===== src/rtl/bcd_int.sv =====
// Sequential BCD-to-binary converter using reverse double-dabble: one right shift
// per cycle, then any BCD nibble >= 8 is reduced by 3. Non-decimal digits are rejected.
module bcd_int #(
  parameter int NUM_DIGITS = 4,
  parameter int BIN_W      = 14
) (
  input  logic                    clk,
  input  logic                    rst_n,
  input  logic [4*NUM_DIGITS-1:0] bcd_in,
  input  logic                    convert,
  output logic [BIN_W-1:0]        num,
  output logic                    conv_done,
  output logic                    error,
  output logic                    busy
);

  localparam int BCD_W  = 4 * NUM_DIGITS;
  localparam int SREG_W = BCD_W + BIN_W;
  localparam int CNT_W  = $clog2(BIN_W + 1);

  typedef enum logic [1:0] {IDLE, CONV, DONE, ERR} state_t;

  state_t              state_reg, state_next;
  logic [SREG_W-1:0]   sreg_reg, sreg_next;
  logic [CNT_W-1:0]    cnt_reg, cnt_next;
  logic [BIN_W-1:0]    num_reg, num_next;

  logic [NUM_DIGITS-1:0] digit_bad;
  logic [SREG_W-1:0]     shifted;
  logic [SREG_W-1:0]     adjusted;

  assign shifted = sreg_reg >> 1;
  assign adjusted[BIN_W-1:0] = shifted[BIN_W-1:0];

  // Per-digit validity check on the request and per-nibble correction after each shift.
  generate
    for (genvar gi = 0; gi < NUM_DIGITS; gi++) begin : g_digit
      logic [3:0] nib;
      assign digit_bad[gi] = (bcd_in[4*gi +: 4] > 4'd9);
      assign nib = shifted[BIN_W + 4*gi +: 4];
      assign adjusted[BIN_W + 4*gi +: 4] = (nib >= 4'd8) ? (nib - 4'd3) : nib;
    end
  endgenerate

  always_ff @(posedge clk) begin
    if (!rst_n) begin
      state_reg <= IDLE;
      sreg_reg  <= '0;
      cnt_reg   <= '0;
      num_reg   <= '0;
    end else begin
      state_reg <= state_next;
      sreg_reg  <= sreg_next;
      cnt_reg   <= cnt_next;
      num_reg   <= num_next;
    end
  end

  always_comb begin
    state_next = state_reg;
    sreg_next  = sreg_reg;
    cnt_next   = cnt_reg;
    num_next   = num_reg;
    case (state_reg)
      IDLE: begin
        if (convert) begin
          if (|digit_bad) begin
            state_next = ERR;
          end else begin
            state_next = CONV;
            sreg_next  = {bcd_in, {BIN_W{1'b0}}};
            cnt_next   = '0;
          end
        end
      end
      CONV: begin
        sreg_next = adjusted;
        cnt_next  = cnt_reg + CNT_W'(1);
        // Last shift: the result is captured here so it is valid alongside conv_done.
        if (cnt_reg == CNT_W'(BIN_W - 1)) begin
          state_next = DONE;
          num_next   = adjusted[BIN_W-1:0];
        end
      end
      DONE:    state_next = IDLE;
      ERR:     state_next = IDLE;
      default: state_next = IDLE;
    endcase
  end

  assign num       = num_reg;
  assign conv_done = (state_reg == DONE);
  assign error     = (state_reg == ERR);
  assign busy      = (state_reg == CONV);

endmodule


===== config.mk =====
export PLATFORM = sky130hd
export DESIGN_NAME = bcd_int
export DESIGN_NICKNAME = d
export VERILOG_FILES = /design/src/rtl/bcd_int.sv
export SDC_FILE = /design/constraint.sdc
export NUM_CORES = 1
export LEC_CHECK = 0
export CAP_MARGIN = 10
export CELL_PAD_IN_SITES_DETAIL_PLACEMENT = 1
export CELL_PAD_IN_SITES_GLOBAL_PLACEMENT = 2
export CORE_ASPECT_RATIO = 0.7
export CORE_MARGIN = 5
export CORE_UTILIZATION = 25
export DETAILED_ROUTE_END_ITERATION = 8
export GPL_TIMING_DRIVEN = 0
export PLACE_DENSITY = 0.65
export REMOVE_ABC_BUFFERS = 1
export SETUP_SLACK_MARGIN = 0.1
export SYNTH_ARGS = -nofsm -noshare
export SYNTH_HDL_FRONTEND = slang
export SYNTH_SLANG_ARGS = --single-unit
export TNS_END_PERCENT = 5

===== constraint.sdc =====
create_clock -name clk -period 1.6 [get_ports clk]
set_clock_uncertainty 0.15 [all_clocks]
set_input_delay 0.48 -clock clk [delete_from_list [all_inputs] [get_ports clk]]
set_output_delay 0.48 -clock clk [all_outputs]
set_load 0.01 [all_outputs]

* After elaboration in Yosys (flattened, before gate mapping)
Index checks and enable logic that the tools add are counted.
** Storage, ports and cells
- Output and inout port bits :: 17
- Input port bits :: 19
- Bits in writable memories :: 0
- Memories kept :: 0
- Flip-flop bits (word level) :: 50
- Memory bits (read-only) :: 0
- Word-level logic and storage cells :: 45
- Latch bits :: 0
** Operators by class
- Div/mod/pow operators :: 0
- Add/sub/neg operators :: 5
- Mux-type cells :: 14
- $mul :: 0
- Shifts and indexed selects :: 0
- Bitwise logic cells :: 0
- Reduce and logical (&&, ||, !) cells :: 7
- Magnitude comparators :: 8
- Equal/unequal tests :: 7
** Operators by type and width (count)
- two-way mux 30 bit :: 2
- case mux 30 bit (2 select lines) :: 1
- two-way mux 4 bit :: 6
- greater-than comparator 4 bit (second input constant) :: 4
- greater-or-equal comparator 4 bit (second input constant) :: 3
- subtractor 4 x 2 -> 4 bit (second input constant) :: 3
- case mux 4 bit (2 select lines) :: 1
- two-way mux 2 bit :: 3
- case mux 2 bit (3 select lines) :: 1
- adder 4 x 1 -> 4 bit (second input constant) :: 1
- equality test 2 bit (second input constant) :: 2
- equality test 4 bit (second input constant) :: 1
- greater-or-equal comparator 3 x 4 -> 1 bit (second input constant) :: 1
- != test 2 bit (second input constant) :: 2
- AND reduction 2 bit :: 2
- OR reduction 4 bit :: 1
- subtractor 3 x 2 -> 4 bit (second input constant) :: 1
- AND reduction 3 bit :: 1
- equality test 2 x 1 -> 1 bit (second input constant) :: 1
- zero test 2 bit :: 1
- != test 2 x 1 -> 1 bit (second input constant) :: 1
- nonzero test 2 bit :: 1
- OR reduction 2 bit :: 1

* Logic depth before layout (Yosys ltp)
Gate-level depths: netlist of run 1.
- Depth after elaboration :: 5
- Gate-level depth with buffers :: 8
- Depth with buffers taken out :: 6

* Worst setup path after synthesis of run 1
No wires, ideal clock.
- Kind :: input-to-reg
- From :: in bcd_in[6]
- To :: reg sreg_reg[10]
- Cell stages on the path :: 5
- Arrival :: 1.419 ns
- Path buffers :: 1
- Path slack :: -0.086 ns
- Required time :: 1.333 ns
- Library setup time :: 0.117 ns
- Path through :: o21ai_0 and4_1 a21oi_4 buf_6 a32o_1
** On the way
- Cells in the longest elaborated chain, start to end :: 4
** Ends and longest elaborated chain
- from (decl) :: RTL line 9 : input logic [4*NUM_DIGITS-1:0] bcd_in,
- greater-than comparator 4 bit :: RTL line 39 : assign digit_bad[gi] = (bcd_in[4*gi +: 4] > 4'd9);
- OR reduction 4 bit :: RTL line 67 : if (|digit_bad) begin
- != test 2 bit (no line)
- AND reduction 3 bit (no line)
- to (signal assigned) :: RTL line 53 : sreg_reg <= sreg_next;
- to (decl) :: RTL line 24 : logic [SREG_W-1:0] sreg_reg, sreg_next;
Every way passes these cells.
A chain may end at the register's enable or synchronous reset.

* Final worst setup path of run 1
- From :: reg state_reg[1]
- To :: out busy
** On the way
- Cells in the longest elaborated chain, start to end :: 1
** Ends and longest elaborated chain
- from (decl) :: RTL line 23 : state_t state_reg, state_next;
- from (signal assigned) :: RTL line 52 : state_reg <= state_next;
- equality test 2 x 1 -> 1 bit :: RTL line 94 : assign busy = (state_reg == CONV);
- to (decl) :: RTL line 14 : output logic busy
Every way passes these cells.

==> results.toml, run 1 <==
[cts]
cts_buffers = 5
clkTransAtPathRegs_ns = 0.07
htreeDepth = 2
insertion_delay_ns = 0.28
cts_tree = "done"
clock_sinks = 49
clock_tree.root_cell = "clkbuf_16"
clockBufferDepth = 2

[drt]
num_vias = 2082
drc = 0
viasPerCell = 4.73
totalWireLength_um = 6550
ant_nets = 0
first_pass_iters = 4
wl_per_cell_um = 14.9
first_iter_violations = 80

[setup_path]
path_max_fanout = 4
worstPathCellList = "nand2b_4 -> inv_12 -> buf_6"
cpPeakStageDelay_ns = 0.36
path_depth = 3
crit_type = "flop to output pin"
setup.worst_path.end_class = "output pin"
cp-start-kind = "flop"
crit_buf_inv = 2
ff2ff_path_depth = 6
slowest_stage = "dfxtp_4"
cp.arrival_ns = 1.02
critPathRequiredTime_ns = 0.97
crit_family = "flip-flops"

[timing]
hold_violations = 0
fin_ws_ns = -0.0480
min_period_over_period_pct = 103
slew_viol_final = 0
rsz0062_at_grt = "true"
setup_violations = 3
fmax_mhz = 607
slew_headroom_pct = 77.0
period_needed_ns = 1.65
worst_slew_pin_slew_ns = 0.345

[status]
status = "complete, but fails checks"
violations = "setup timing"

[synth]
yosysSeqAreaShare_pct = 40.8
yosys_warnings = 0
synth-seq-cells = 49
ys_types = 37
synth-edff-count = 0
syn_area_mm2 = 0.00241
postSynthAreaPerCell_um2 = 8.98
synthCells = 268
synth_async_sr_flop_share_pct = 0
synth_flop_cell = "dfxtp_1"

[placement]
place.gp.congestion = 0.662
dp_cells = 410
portBuffers = 35
place_hpwl_um = 4030

[power]
p_int_uw = 2080
p_leak_uw = 0.00121
power_frac_comb_pct = 17.2
p_switching_uw = 770
ir_drop_uv = 360
power_frac_clock_pct = 36.7
sequentialPowerShare_pct = 46.1
power.density_mw_per_mm2 = 889
p_sw_share_pct = 27.0

[global_routing]
grt_use_total_pct = 11.1
grt_max_degree = 49
grt_first_pass_wirelength_um = 10600
antenna_found_initial = 0
overflow = 0
grt_pass1_vias = 2089

[cells_and_area]
drive_above_1_share_pct = 28.5
area_growth_pct = 33.4
antenna_cells = 0
nets = 338
largest_register_ffs = 29
utilization_pct = 33.7
final-instance-count-excl-fill = 440

[floorplan]
rows = 30
fp.dieW_um = 127
fp.dieH_um = 92.1
initial_core_util_pct = 25.2
dieArea_mm2 = 0.0117
io_pins = 36
core_area_mm2 = 0.00953

[min_path]
hold_path.class = "flop to flop"
min_path_cells = 2

[job]
cap_violations = 0
## cell usage in the layout, fill, tap and decap left out, types with 2 or more instances in the layout
cell type	count
o21ai_4	2
nor2_1	4
o21ai_1	4
o21ai_0	2
dfxtp_4	3
nand2b_1	7
a21oi_4	2
buf_2	9
o211ai_1	14
dfxtp_2	4
o2111a_1	3
a21boi_0	15
clkbuf_2	11
o21ai_2	2
xnor2_1	6
nor3_1	2
mux2_2	3
dfxtp_1	42
a31oi_1	4
mux2i_1	12
a32o_1	14
buf_6	9
clkbuf_16	5
ha_1	7
nand2b_4	2
clkdlybuf4s50_1	4
clkinvlp_4	2
clkdlybuf4s15_2	5
buf_12	4
a21oi_1	2
inv_1	9
nand2_1	60
nand4_1	2
or2_4	2
buf_4	9
## logic make-up after synthesis
logic type               share of synthesized area [%]
AO/OA/AOI/OAI                                     21.7
XOR/XNOR                                          2.18
adder cells (fa/ha/maj)                           4.16
buffers and inverters                             7.75
flip-flops                                        40.8
multiplexers                                      6.40
AND/OR/NAND/NOR                                   17.0
## repair_timing
| item | in CTS | in global routing |
|---|---|---|
| hold buffers | 0 | 0 |
| endpoints found under the setup margin | 65 | 64 |
| setup buffers | 17 | 1 |
| pin swaps | 31 | 8 |
| gates cloned | 3 | 1 |
| gates resized for setup | 128 | 33 |
## per-stage QoR
step	total power, uW	area (um^2)	setup WS (ns)	hold slack, ns	TNS, ns
3_3_place_gp	1690	2770	-2.02	0.294	-77.79
6_report	2850	3210	-0.0480	0.307	-0.0642
2_1_floorplan	1540	2260	-0.213	0.286	-6.13
3_5_place_dp	1700	2790	-1.14	0.307	-43.84
4_1_cts	2880	3180	-0.0421	0.318	-0.0524
5_1_grt	2990	3210	-0.103	0.341	-0.770
## path summary, 6_finish.rpt
kind,from,to,slack (ns)
worst min-delay path,num[2],num[2],0.31
worst min register to register,num[2],num[2],0.31
worst max-delay path,state_reg[1],busy,-0.05
worst max register to register,state_reg[1],sreg_reg[18],-0.01
## per-layer routing
| layer | wire length, um | GRT usage, % |
|---|---|---|
| met5 | 0 | 0 |
| met4 | 36 | 2.41 |
| met3 | 162 | 2.15 |
| met2 | 3190 | 19.0 |
| met1 | 3160 | 14.6 |
## cells in the mapped netlist, types with 3 or more instances
cell type | number | area, um^2
dfxtp_1 | 49 | 981
nor2_1 | 5 | 18.8
mux2i_1 | 12 | 120
o2111a_1 | 3 | 33.8
a31oi_1 | 5 | 31.3
xnor2_1 | 6 | 52.6
o211ai_1 | 14 | 105
ha_1 | 8 | 100
inv_1 | 10 | 37.5
mux2_2 | 3 | 33.8
a32o_1 | 14 | 140
nand2b_1 | 8 | 50.1
buf_2 | 6 | 30.0
o21ai_0 | 10 | 50.1
buf_6 | 5 | 56.3
clkbuf_1 | 9 | 33.8
nand2_1 | 60 | 225
a21boi_0 | 16 | 120
## cell type report
| type | count | area, um^2 |
|---|---|---|
| inverter | 11 | 53.8 |
| tap | 128 | 160 |
| sequential | 49 | 997 |
| multi-input combinational | 189 | 1370 |
| clock inverter | 2 | 15.0 |
| clock buffer | 6 | 129 |
| timing repair inverter | 1 | 8.76 |
| fill | 1125 | 6320 |
| timing repair buffer | 54 | 477 |
## worst register-to-register path: stages (launching register included)
cell and delay, ns:
dfxtp_4 0.37, buf_6 0.10, buf_6 0.08, and2b_2 0.26, a21oi_4 0.21, buf_12 0.16, mux2i_1 0.20
## power by group through the flow
stage | clock network (uW) | logic [uW] | registers, uW
floorplan | 0 | 216 | 1330
global placement | 0 | 347 | 1340
detailed placement | 0 | 356 | 1350
CTS | 1090 | 482 | 1310
global route | 1130 | 541 | 1320
finish | 1050 | 490 | 1320
Power figures use the tool's default switching activity.
==> run 2: changes to the inputs <==
Settings changed: CTS_BUF_LIST set to sky130_fd_sc_hd__clkbuf_8, MAX_ROUTING_LAYER set to met4.
Clock period 1.6 ns to 1.4 ns, I/O delays scaled along.
==> results.toml, run 2 (synthesis results as in run 1) <==
[status]
status = "complete, but fails checks"
violations = "setup timing"

[cells_and_area]
drive_above_1_share_pct = 30.9
regArea_mm2 = 0.00101
nets = 337
layout_common_cells = "nand2_1, dfxtp_1, buf_6"
final-instance-count-excl-fill = 439
largest_register_ffs = 29
layout_commonest_cell = "nand2_1"
multi_input_comb_area_mm2 = 0.00136
n_fill_cell = 1123
area_growth_pct = 34.6
antenna_cells = 0

[setup_path]
ff2ff_path_depth = 6
cp-start-kind = "flop"
slowest_stage = "dfxtp_4"
crit_buf_inv = 3
cpPeakStageDelay_ns = 0.37
path_max_fanout = 5
cp.arrival_ns = 1.07
worstPathCellList = "buf_12 -> nand2b_4 -> inv_12 -> buf_6"
path_depth = 4
crit_type = "flop to output pin"
crit_family = "flip-flops"
critPathRequiredTime_ns = 0.83
setup.worst_path.end_class = "output pin"

[drt]
ant_nets = 0
first_pass_iters = 4
totalWireLength_um = 6580
viasPerCell = 4.72
drc = 0
num_vias = 2073
first_iter_violations = 79
wl_per_cell_um = 15.0

[placement]
place_hpwl_um = 4030
place.gp.congestion = 0.668
dp_cells = 410
portBuffers = 35

[power]
p_leak_uw = 0.00121
power.density_mw_per_mm2 = 900
ir_drop_uv = 373

[global_routing]
grt_use_total_pct = 11.5
grt_max_degree = 49
overflow = 0
grt_pass1_vias = 2081
grt_first_pass_wirelength_um = 10600
antenna_found_initial = 0

[cts]
htreeDepth = 2
clockBufferDepth = 2
clkTransAtPathRegs_ns = 0.10
clock_tree.root_cell = "clkbuf_8"
cts_hold_buf = 0
cts_tree = "done"
insertion_delay_ns = 0.31
cts_buffers = 5
clock_sinks = 49

[min_path]
hold_path.class = "primary input to flop"
min_path_cells = 3

[floorplan]
fp.dieW_um = 127
fp.dieH_um = 92.1
core_area_mm2 = 0.00953
rows = 30
dieArea_mm2 = 0.0117
io_pins = 36
initial_core_util_pct = 25.2

[timing]
slew_headroom_pct = 77.8
min_period_over_period_pct = 117
setup_violations = 50
fmax_mhz = 608
period_needed_ns = 1.64
fin_ws_ns = -0.245
setup-tns-final_ns = -4.99
slew_viol_final = 0
hold_violations = 0
rsz0062_at_grt = "true"
worst_slew_pin_slew_ns = 0.333

[job]
cap_violations = 0
==> run 2: cell count changes in the layout (fill, tap and decap cells not counted), moves of 5 or more <==
cell,change
clkbuf_2,-11
dfxtp_1,-12
clkbuf_16,-5
buf_6,+13
clkbuf_8,+5
dfxtp_2,+13
==> run 2: worst paths after layout <==
kind / from / to / slack, ns
hold reg to reg: sreg_reg[1] / num[0] / 0.32
hold / removal: bcd_in[9] / sreg_reg[23] / 0.30
setup / recovery: state_reg[0] / busy / -0.24
setup reg to reg: state_reg[0] / sreg_reg[28] / -0.18
==> run 2: repair_timing <==
action                                  CTS  global route
buffers inserted                         14             3
resized for setup                       168            10
gates cloned                              3             1
endpoints found under the setup margin   65            66
pin swaps                                16            18
==> run 2: where the power goes <==
| group | leakage (uW) | switching, uW | internal [uW] |
|---|---|---|---|
| Sequential | 0.000407 | 61.5 | 1440 |
| Combinational | 0.000763 | 286 | 276 |
| Clock | 0.0000416 | 505 | 346 |
==> run 2: layout make-up <==
class	instances	share of cell area, %
Tap cell	128	4.94
Inverter	11	1.66
Timing Repair Buffer	53	17.3
Clock buffer	5	2.12
Multi-Input combinational cell	189	41.9
Clock inverter	3	0.579
Timing Repair inverter	1	0.270
Sequential cell	49	31.2
==> run 2: per-layer routing <==
layer,vias up,part of all wire (%),GRT usage [%]
li1,1026,-,-
met1,1017,48,14.5
met2,25,48,19.1
met3,5,2.8,2.33
met4,0,0.76,2.68
met5,-,0,-
==> run 2: worst reg2reg max path: cells and delay by family, from the launching register on <==
kind / cells / cell delay [ns]
mux: 2 / 0.42
buf+inv: 2 / 0.36
flops: 1 / 0.37
simple gates: 2 / 0.19
==> run 2: stage by stage <==
stage / area [um^2] / total power [uW] / util (%) / hold WS, ns / worst slack [ns]
finish: 3240 / 2910 / 34.0 / 0.305 / -0.245
global route: 3240 / 3080 / 34.0 / 0.337 / -0.279
CTS: 3160 / 2940 / 33.2 / 0.296 / -0.255
detailed placement: 2790 / 1940 / 29.3 / 0.307 / -1.28
global placement: 2770 / 1930 / 29.1 / 0.294 / -2.16
floorplan: 2260 / 1760 / - / 0.286 / -0.362
